$ cat config.mk
export PLATFORM = sky130hd
export DESIGN_NAME = mem_arbiter
export DESIGN_NICKNAME = d
export VERILOG_FILES = /design/src/rtl/mem_arbiter_pkg.sv /design/src/rtl/mem_arbiter_lat.sv /design/src/rtl/mem_arbiter.sv
export SDC_FILE = /design/constraint.sdc
export NUM_CORES = 1
export LEC_CHECK = 0
export CORE_AREA = 4 4 116 118
export DETAILED_ROUTE_END_ITERATION = 8
export DIE_AREA = 0 0 120 122
export GPL_TIMING_DRIVEN = 1
export PLACE_DENSITY = 0.78
export SLEW_MARGIN = 10
export SYNTH_ARGS = -nofsm -noshare
export SYNTH_HDL_FRONTEND = slang
export SYNTH_SLANG_ARGS = --single-unit
$ cat constraint.sdc
create_clock -name clk -period 1.8 [get_ports clk]
set_input_delay 0.18 -clock clk [delete_from_list [all_inputs] [get_ports clk]]
set_output_delay 0.18 -clock clk [all_outputs]
set_load 0.1 [all_outputs]
$ cat src/rtl/mem_arbiter_pkg.sv
// Shared constants for the memory arbiter: FSM encodings and latency bounds.
package mem_arbiter_pkg;

  typedef enum logic [1:0] {
    ST_IDLE   = 2'd0,
    ST_BUSY_I = 2'd1,
    ST_BUSY_D = 2'd2
  } arb_state_t;

  // Legal LATENCY range; the counter width is sized to hold LAT_MAX.
  localparam int LAT_MIN = 1;
  localparam int LAT_MAX = 7;
  localparam int CNT_W   = $clog2(LAT_MAX + 1);

endpackage

$ cat src/rtl/mem_arbiter_lat.sv
// Latency down-counter: loaded with LATENCY at acceptance, counts to zero.
module lat_counter
  import mem_arbiter_pkg::*;
#(
  parameter int LATENCY = 2
) (
  input  logic             clk,
  input  logic             rst,
  input  logic             load,
  input  logic             en,
  output logic [CNT_W-1:0] count,
  output logic             done
);

  logic [CNT_W-1:0] count_reg;

  // Load on acceptance, then decrement once per busy cycle, saturating at zero.
  always_ff @(posedge clk) begin
    if (rst) begin
      count_reg <= '0;
    end else if (load) begin
      count_reg <= CNT_W'(LATENCY);
    end else if (en && (count_reg != '0)) begin
      count_reg <= count_reg - CNT_W'(1);
    end
  end

  assign count = count_reg;
  assign done  = (count_reg == '0);

endmodule

$ cat src/rtl/mem_arbiter.sv
// Arbiter between instruction fetch and data stage for a single-port RAM.
module mem_arbiter
  import mem_arbiter_pkg::*;
#(
  parameter int ADDR_W  = 32,
  parameter int DATA_W  = 32,
  parameter int LATENCY = 2
) (
  input  logic              clk,
  input  logic              rst,
  input  logic              if_req,
  input  logic [ADDR_W-1:0] if_addr,
  output logic              if_ready,
  output logic [DATA_W-1:0] if_rdata,
  input  logic              mem_req,
  input  logic              mem_we,
  input  logic [ADDR_W-1:0] mem_addr,
  input  logic [DATA_W-1:0] mem_wdata,
  output logic              mem_ready,
  output logic [DATA_W-1:0] mem_rdata,
  output logic              if_stall,
  output logic              mem_stall,
  output logic              ram_en,
  output logic              ram_we,
  output logic [ADDR_W-1:0] ram_addr,
  output logic [DATA_W-1:0] ram_wdata,
  input  logic [DATA_W-1:0] ram_rdata
);

  arb_state_t       state_reg, state_next;
  logic             last_data_reg;
  logic             we_reg;
  logic [ADDR_W-1:0] addr_reg;
  logic [DATA_W-1:0] wdata_reg;

  logic             accept;
  logic             pick_data;
  logic             busy;
  logic             cnt_done;
  logic             issue;
  logic [CNT_W-1:0] cnt;

  assign busy   = (state_reg != ST_IDLE);
  assign accept = (state_reg == ST_IDLE) && (if_req || mem_req);
  // Data wins contention unless it took the previous grant.
  assign pick_data = mem_req && (!if_req || !last_data_reg);

  lat_counter #(
    .LATENCY(LATENCY)
  ) u_lat (
    .clk  (clk),
    .rst  (rst),
    .load (accept),
    .en   (busy),
    .count(cnt),
    .done (cnt_done)
  );

  // The counter still holds LATENCY only in the first busy cycle.
  assign issue = busy && (cnt == CNT_W'(LATENCY));

  // FSM state register.
  always_ff @(posedge clk) begin
    if (rst) begin
      state_reg <= ST_IDLE;
    end else begin
      state_reg <= state_next;
    end
  end

  // Next-state logic: accept in IDLE, return to IDLE after the ready cycle.
  always_comb begin
    state_next = state_reg;
    case (state_reg)
      ST_IDLE: begin
        if (accept) begin
          state_next = pick_data ? ST_BUSY_D : ST_BUSY_I;
        end
      end
      ST_BUSY_I, ST_BUSY_D: begin
        if (cnt_done) begin
          state_next = ST_IDLE;
        end
      end
      default: state_next = ST_IDLE;
    endcase
  end

  // Capture the winning command at acceptance; held for the whole busy period.
  always_ff @(posedge clk) begin
    if (rst) begin
      addr_reg      <= '0;
      wdata_reg     <= '0;
      we_reg        <= 1'b0;
      last_data_reg <= 1'b0;
    end else if (accept) begin
      addr_reg      <= pick_data ? mem_addr : if_addr;
      wdata_reg     <= pick_data ? mem_wdata : '0;
      we_reg        <= pick_data && mem_we;
      last_data_reg <= pick_data;
    end
  end

  // Output decode; everything except stalls is forced low while rst is high.
  always_comb begin
    ram_en    = 1'b0;
    ram_we    = 1'b0;
    ram_addr  = '0;
    ram_wdata = '0;
    if_ready  = 1'b0;
    mem_ready = 1'b0;
    if (!rst) begin
      ram_en    = issue;
      ram_we    = issue && we_reg;
      ram_addr  = addr_reg;
      ram_wdata = wdata_reg;
      if_ready  = (state_reg == ST_BUSY_I) && cnt_done;
      mem_ready = (state_reg == ST_BUSY_D) && cnt_done;
    end
  end

  assign if_rdata  = if_ready  ? ram_rdata : '0;
  assign mem_rdata = mem_ready ? ram_rdata : '0;
  assign if_stall  = if_req  && !if_ready;
  assign mem_stall = mem_req && !mem_ready;

endmodule

==> results of run 1 <==
==> layer usage <==
layer | track usage, % | share of wire [%]
met1 | 20.4 | 35
met2 | 41.1 | 55
met3 | 5.25 | 7.2
met4 | 8.09 | 2.6
met5 | 0 | 0
==> cell families after synthesis <==
family,count (synthesis)
and+or+nand+nor,211
AOI/OAI and AO/OA,110
DFF,71
buffers and inverters,47
adders and majority gates,6
muxes,1
==> worst min-delay path by stage <==
| stage | from | to | cells after the start |
|---|---|---|---|
| 2_1_floorplan | mem_wdata[0] | wdata_reg[0] | 1 |
| 3_3_place_gp | wdata_reg[4] | wdata_reg[4] | 1 |
| 3_5_place_dp | wdata_reg[5] | wdata_reg[5] | 1 |
| 4_1_cts | if_addr[26] | addr_reg[26] | 3 |
| 5_1_grt | if_addr[12] | addr_reg[12] | 3 |
| 6_report | if_addr[26] | addr_reg[26] | 3 |
==> what timing repair did <==
item,CTS,global route
setup buffers,3,0
cloned,2,0
hold buffers,0,0
pin swaps,43,10
endpoints found under the setup margin,67,69
resized for setup,17,0
==> critical path: cells and delay by family, from the launching register on <==
kind	cells	cell delay, ns
adder cells (fa/ha/maj)	1	0.15
flip-flops	1	0.32
AND/OR/NAND/NOR	2	0.40
buffers and inverters	3	0.41
==> per-stage QoR <==
step / hold slack [ns] / utilization [%] / setup TNS (ns)
after floorplan: 0.313 / - / -15.87
after global placement: 0.453 / 67.0 / 0
after detailed placement: 0.458 / 67.0 / 0
after CTS: 0.391 / 70.3 / -0.200
after global routing: 0.404 / 70.3 / -3.28
final: 0.402 / 70.3 / 0
==> final cells by class <==
cell class	instances	area, µm²	area share [%]
clock inverters	4	70.1	0.799
flip-flops and latches	71	1430	16.3
inverters	5	18.8	0.214
multi-input cells	328	2490	28.5
repair buffers	286	4300	49.1
clock buffers	12	236	2.70
well taps	172	215	2.45
==> power groups by stage <==
stage | Sequential [µW] | Clock (µW) | Combinational (µW)
2_1_floorplan | 1860 | 0 | 1990
3_3_place_gp | 1880 | 0 | 3170
3_5_place_dp | 1890 | 0 | 3240
4_1_cts | 1860 | 1890 | 3300
5_1_grt | 1890 | 1970 | 3420
6_report | 1860 | 1850 | 3270
==> cells in the final DEF (no fill, tap or decap), types with 10 or more instances in the layout <==
| cell type | instances |
|---|---|
| buf_12 | 143 |
| clkdlybuf4s50_1 | 131 |
| dfxtp_1 | 66 |
| and2_4 | 63 |
| nor2_1 | 36 |
| a22o_1 | 33 |
| a21oi_1 | 33 |
| nand2_1 | 32 |
| a211oi_1 | 32 |
| nor2b_2 | 29 |
| nor2b_4 | 22 |
| nor2b_1 | 17 |
| buf_4 | 10 |
==> reports/qor.yml, run 1 <==
timing:
  finalHoldViolCount: 0
  timing.slew.headroom_pct: 74.2
  setup_viol: 0
  slew_viol_final: 0
  fmax_ghz: 0.556
  worst_slack_ns: 0.00231
  timing.final.crit_period_ns: 1.80
  fin_crit_sh_pct: 99.9
  rsz0062_at_grt: "true"
  worst_slew_pin_slew_ns: 0.387
  skew_ns: 0.00450
finish:
  finalNonFillerCells: 878
  antenna_cells: 0
  final_area_um2: 8770
  fill_cells: 849
  nets: 840
  drive_gt1_share_pct: 42.6
  area_growth_pct: 139
yosys:
  ys.warnings.count: 0
  synth_area_um2: 3670
  yosys.area_share.simple_pct: 31.8
  synth-adder-area-share_pct: 2.05
  ys_types: 32
  synth_xor_area_share_pct: 0
  synth_nets: 585
  synth-edff-count: 0
  synthCells: 446
  synth_area_leaders: "dfxtp_1 39%, nor2b_1 12%, and2_1 11%"
  ys_async_sr_fraction_pct: 0
  synth_compound_area_share_pct: 21.3
  ys_ff_latch: 71
  synth-main-ff-cell: "dfxtp_1"
  synthMuxAreaShare_pct: 0.273
  seq_area_frac_synth_pct: 38.7
  synth_top_area_cell: "dfxtp_1"
  yosys.cell_count.top_type: "dfxtp_1"
  synth_top_family_by_area: "simple AND/OR/NAND/NOR gates"
  yosys-top-cells-count: "71 x dfxtp_1, 68 x nor2b_1, 65 x and2_1"
  yosys.area.top_type_share_pct: 38.7
  avgSynthCellArea_um2: 8.23
worst_setup_path:
  cp.arrival_ns: 1.62
  cp_slowest_cell: "dfxtp_2"
  rr_worst_depth: 6
  reg2reg_to: "addr_reg[4]"
  worst_r2r_startpoint: "state_reg[1]"
  end_kind: "output pin"
  path_common_cell: "buf_12"
  cp.required_ns: 1.62
  cp_max_fo: 17
  critPathKind: "reg2out"
  cp-endpoint: "if_rdata[1]"
  reg2reg_slack_ns: 0.32
  slowest_delay_ns: 0.32
  path_cells: "inv_2, ha_4, and3_4, buf_12, and2_2, buf_12"
  cp-start-kind: "flop"
  startpoint: "u_lat.count[0]"
routing:
  ant_nets: 0
  wl_um: 15900
  firstDrtPassIters: 4
  avgRoutedWirePerCell_um: 18.1
  drtIter0Drc: 201
  vias: 4249
  vias_per_cell: 4.84
  route.detailed.drc: 0
placed_design:
  place_inst: 857
  dp_hpwl_um: 12500
  postPlaceCellArea_um2: 8350
  place_ws_ns: 0.0862
  gp_congestion: 0.786
  port-buffer-count: 266
clock_network:
  cts_tree: "yes"
  clkTransAtPathRegs_ns: 0.06
  insertion_delay_ns: 0.33
  cts_buffers: 9
  h-tree-depth: 3
  clkSinkCount: 71
  cts.path.max_buffers: 2
  cts-root-buf: "clkbuf_16"
die:
  fp.dieH_um: 122
  pin_count: 267
  dieArea_um2: 14600
  die_w_um: 120
  start_util_pct: 29.4
  fp.coreArea_um2: 12500
  num_rows: 41
global_routing:
  grt_max_degree: 58
  antenna_found_initial: 0
  gr-total-overflow: 0
  grt_pass1_wl_um: 23900
  first_global_vias: 4567
  grt_use_total_pct: 20.7
power_and_ir_drop:
  p_int_uw: 4350
  seqPwrFrac_pct: 26.7
  p_comb_share_pct: 46.8
  swShare_pct: 37.8
  p_sw_uw: 2640
  power_uw: 6990
  vdd_drop_max_uv: 538
  clock_power_share_pct: 26.5
  leakage_uw: 0.00348
  power.density_nw_per_um2: 798
job:
  maxCapViolations: 0
worst_hold_path:
  hold_class: "in2reg"
run_status:
  status: "completed"
Power figures use the tool's default switching activity.
==> run 2: changes to the inputs <==
--- a/config.mk
+++ b/config.mk
@@ -5,7 +5,9 @@
 export SDC_FILE = /design/constraint.sdc
 export NUM_CORES = 1
 export LEC_CHECK = 0
+export CAP_MARGIN = 20
 export CORE_AREA = 4 4 116 118
+export CTS_CLUSTER_SIZE = 14
 export DETAILED_ROUTE_END_ITERATION = 8
 export DIE_AREA = 0 0 120 122
 export GPL_TIMING_DRIVEN = 1
==> constraint.sdc (replaced) <==
create_clock -name clk -period 2.35 [get_ports clk]
set_input_delay 0.235 -clock clk [delete_from_list [all_inputs] [get_ports clk]]
set_output_delay 0.235 -clock clk [all_outputs]
set_load 0.1 [all_outputs]
==> run 2 against run 1 <==
  * Non-clock buffer count down 10
  * Sequential share of layout area up 2.7 points
  * Critical path depth is the same
  * Global-route usage fell by 2.1 points
  * Register-to-register slack improved by 0.42 ns
  * Clock power decreased by 25%
  * Final area down 15%
  * Via count shrank 4.1%
  * Highest routed layer unchanged
  * Largest power group unchanged
  * Sequential cell count stayed put
  * Worst setup slack better by 0.13 ns
  * Clock-buffer cell count fell by 1
==> reports/qor.yml, run 2 (synthesized netlist as in run 1, its figures left out) <==
placed_design:
  gp_congestion: 0.868
  port-buffer-count: 266
  dp_hpwl_um: 10900
  place_ws_ns: 0.331
job:
  maxCapViolations: 0
power_and_ir_drop:
  p_comb_share_pct: 43.0
  power.density_nw_per_um2: 657
  swShare_pct: 39.3
  seqPwrFrac_pct: 28.8
  vdd_drop_max_uv: 414
  leakage_uw: 0.00309
  p_int_uw: 2980
  clock_power_share_pct: 28.1
  p_sw_uw: 1930
clock_network:
  cts_buffers: 9
  ctsHoldBuffers: 0
  cts-root-buf: "clkbuf_16"
  ctsResizeCount: 0
  cts_tree: "yes"
  h-tree-depth: 3
  clkSinkCount: 71
  cts.path.max_buffers: 2
  insertion_delay_ns: 0.32
  clkTransAtPathRegs_ns: 0.06
  post_cts_buffers: 0
worst_setup_path:
  cp_max_fo: 15
  path_cells: "inv_1, ha_1, and3_1, buf_4, and2_1, buf_12"
  end_kind: "output pin"
  startpoint: "u_lat.count[0]"
  cp.required_ns: 2.12
  cp_num_buf_inv: 3
  cp.arrival_ns: 1.99
  slowest_delay_ns: 0.39
  worst_r2r_startpoint: "state_reg[1]"
  cp-start-kind: "flop"
  cp_slowest_cell: "and3_1"
  critPathKind: "reg2out"
  cp_top_family: "simple AND/OR/NAND/NOR gates"
finish:
  drive_gt1_share_pct: 33.5
  final_common_cell: "clkdlybuf4s50_1"
  nets: 830
  area_growth_pct: 104
  antenna_cells: 0
  most-common-layout-cells: "131 x clkdlybuf4s50_1, 73 x buf_12, 72 x buf_4"
  fill_cells: 1053
global_routing:
  top_usage_layer: "met2"
  gr-total-overflow: 0
  grt_max_degree: 106
  met1_usage_pct: 22.2
  grt_use_total_pct: 18.6
  antenna_found_initial: 0
  grt_use_met3_pct: 5.99
  first_global_vias: 4029
  grt_pass1_wl_um: 21800
  met2_usage_pct: 32.3
routing:
  firstDrtPassIters: 4
  vias_per_cell: 4.70
  vias: 4076
  ant_nets: 0
  wl_um: 14000
  route.detailed.drc: 0
  drtIter0Drc: 167
  avgRoutedWirePerCell_um: 16.2
timing:
  fmax_ghz: 0.450
  timing.slew.headroom_pct: 61.6
  worst_slack_ns: 0.128
  fin_crit_sh_pct: 94.5
  finalHoldViolCount: 0
  skew_ns: 0.00707
  slew_viol_final: 0
  whs_ns: 0.464
  worst_slew_pin_slew_ns: 0.576
  rsz0062_at_grt: "false"
  setup_viol: 0
  timing.final.crit_period_ns: 2.22
run_status:
  status: "completed"
die:
  num_rows: 41
  start_util_pct: 29.4
  pin_count: 267
  fp.coreArea_um2: 12500
  die_w_um: 120
  dieArea_um2: 14600
  fp.dieH_um: 122
worst_hold_path:
  worstHoldStart: "if_addr[18]"
  hold_class: "in2reg"
-- run 2: changes by cell type in the layout (fill, tap and decap cells not counted), sizes merged --
cell,delta
clkbuf,-1
clkinvlp,+1
buf,-10
clkinv,+1
bufinv,-1
-- run 2: layout make-up --
type	instances	area (µm²)	area share, %
tap	172	215	2.87
multi-input combinational	328	2210	29.5
sequential	71	1420	19.0
inverter	5	18.8	0.251
clock inverter	5	56.3	0.752
clock buffer	11	253	3.37
timing repair buffer	276	3310	44.2
-- run 2: through the flow --
| step | area [µm²] | util [%] | total power [µW] | cells | setup TNS (ns) |
|---|---|---|---|---|---|
| after CTS | 7490 | 60.1 | 4980 | 868 | 0 |
| after detailed placement | 7180 | 57.6 | 3570 | 852 | 0 |
| after global placement | 7180 | 57.6 | 3530 | 852 | 0 |
| final | 7490 | 60.1 | 4920 | 868 | 0 |
| after floorplan | 3850 | - | 2870 | 446 | -0.679 |
| after global routing | 7490 | 60.1 | 5130 | 868 | 0 |
-- run 2: power groups by stage --
stage	Clock [µW]	Sequential [µW]	Combinational (µW)
6_report	1380	1420	2120
5_1_grt	1470	1440	2230
4_1_cts	1430	1420	2130
3_5_place_dp	0	1440	2130
3_3_place_gp	0	1440	2090
2_1_floorplan	0	1420	1450
-- run 2: routing by layer --
metal	up-vias	share of wire, %
met3	23	7.2
met4	0	1.7
met2	153	51
met5	-	0
li1	1994	-
met1	1906	40
-- run 2: path summary, 6_finish.rpt --
kind	endpoint	slack [ns]	cells after the start
worst max-delay path	if_rdata[10]	0.13	6
worst min-delay path	addr_reg[18]	0.46	3
worst max register to register	addr_reg[30]	0.74	6
worst min register to register	wdata_reg[0]	0.46	1
-- run 2: worst min-delay path, cell delays in order --
cell and delay, ns:
clkdlybuf4s50_1 0.40, nand2_1 0.05, a211oi_1 0.05
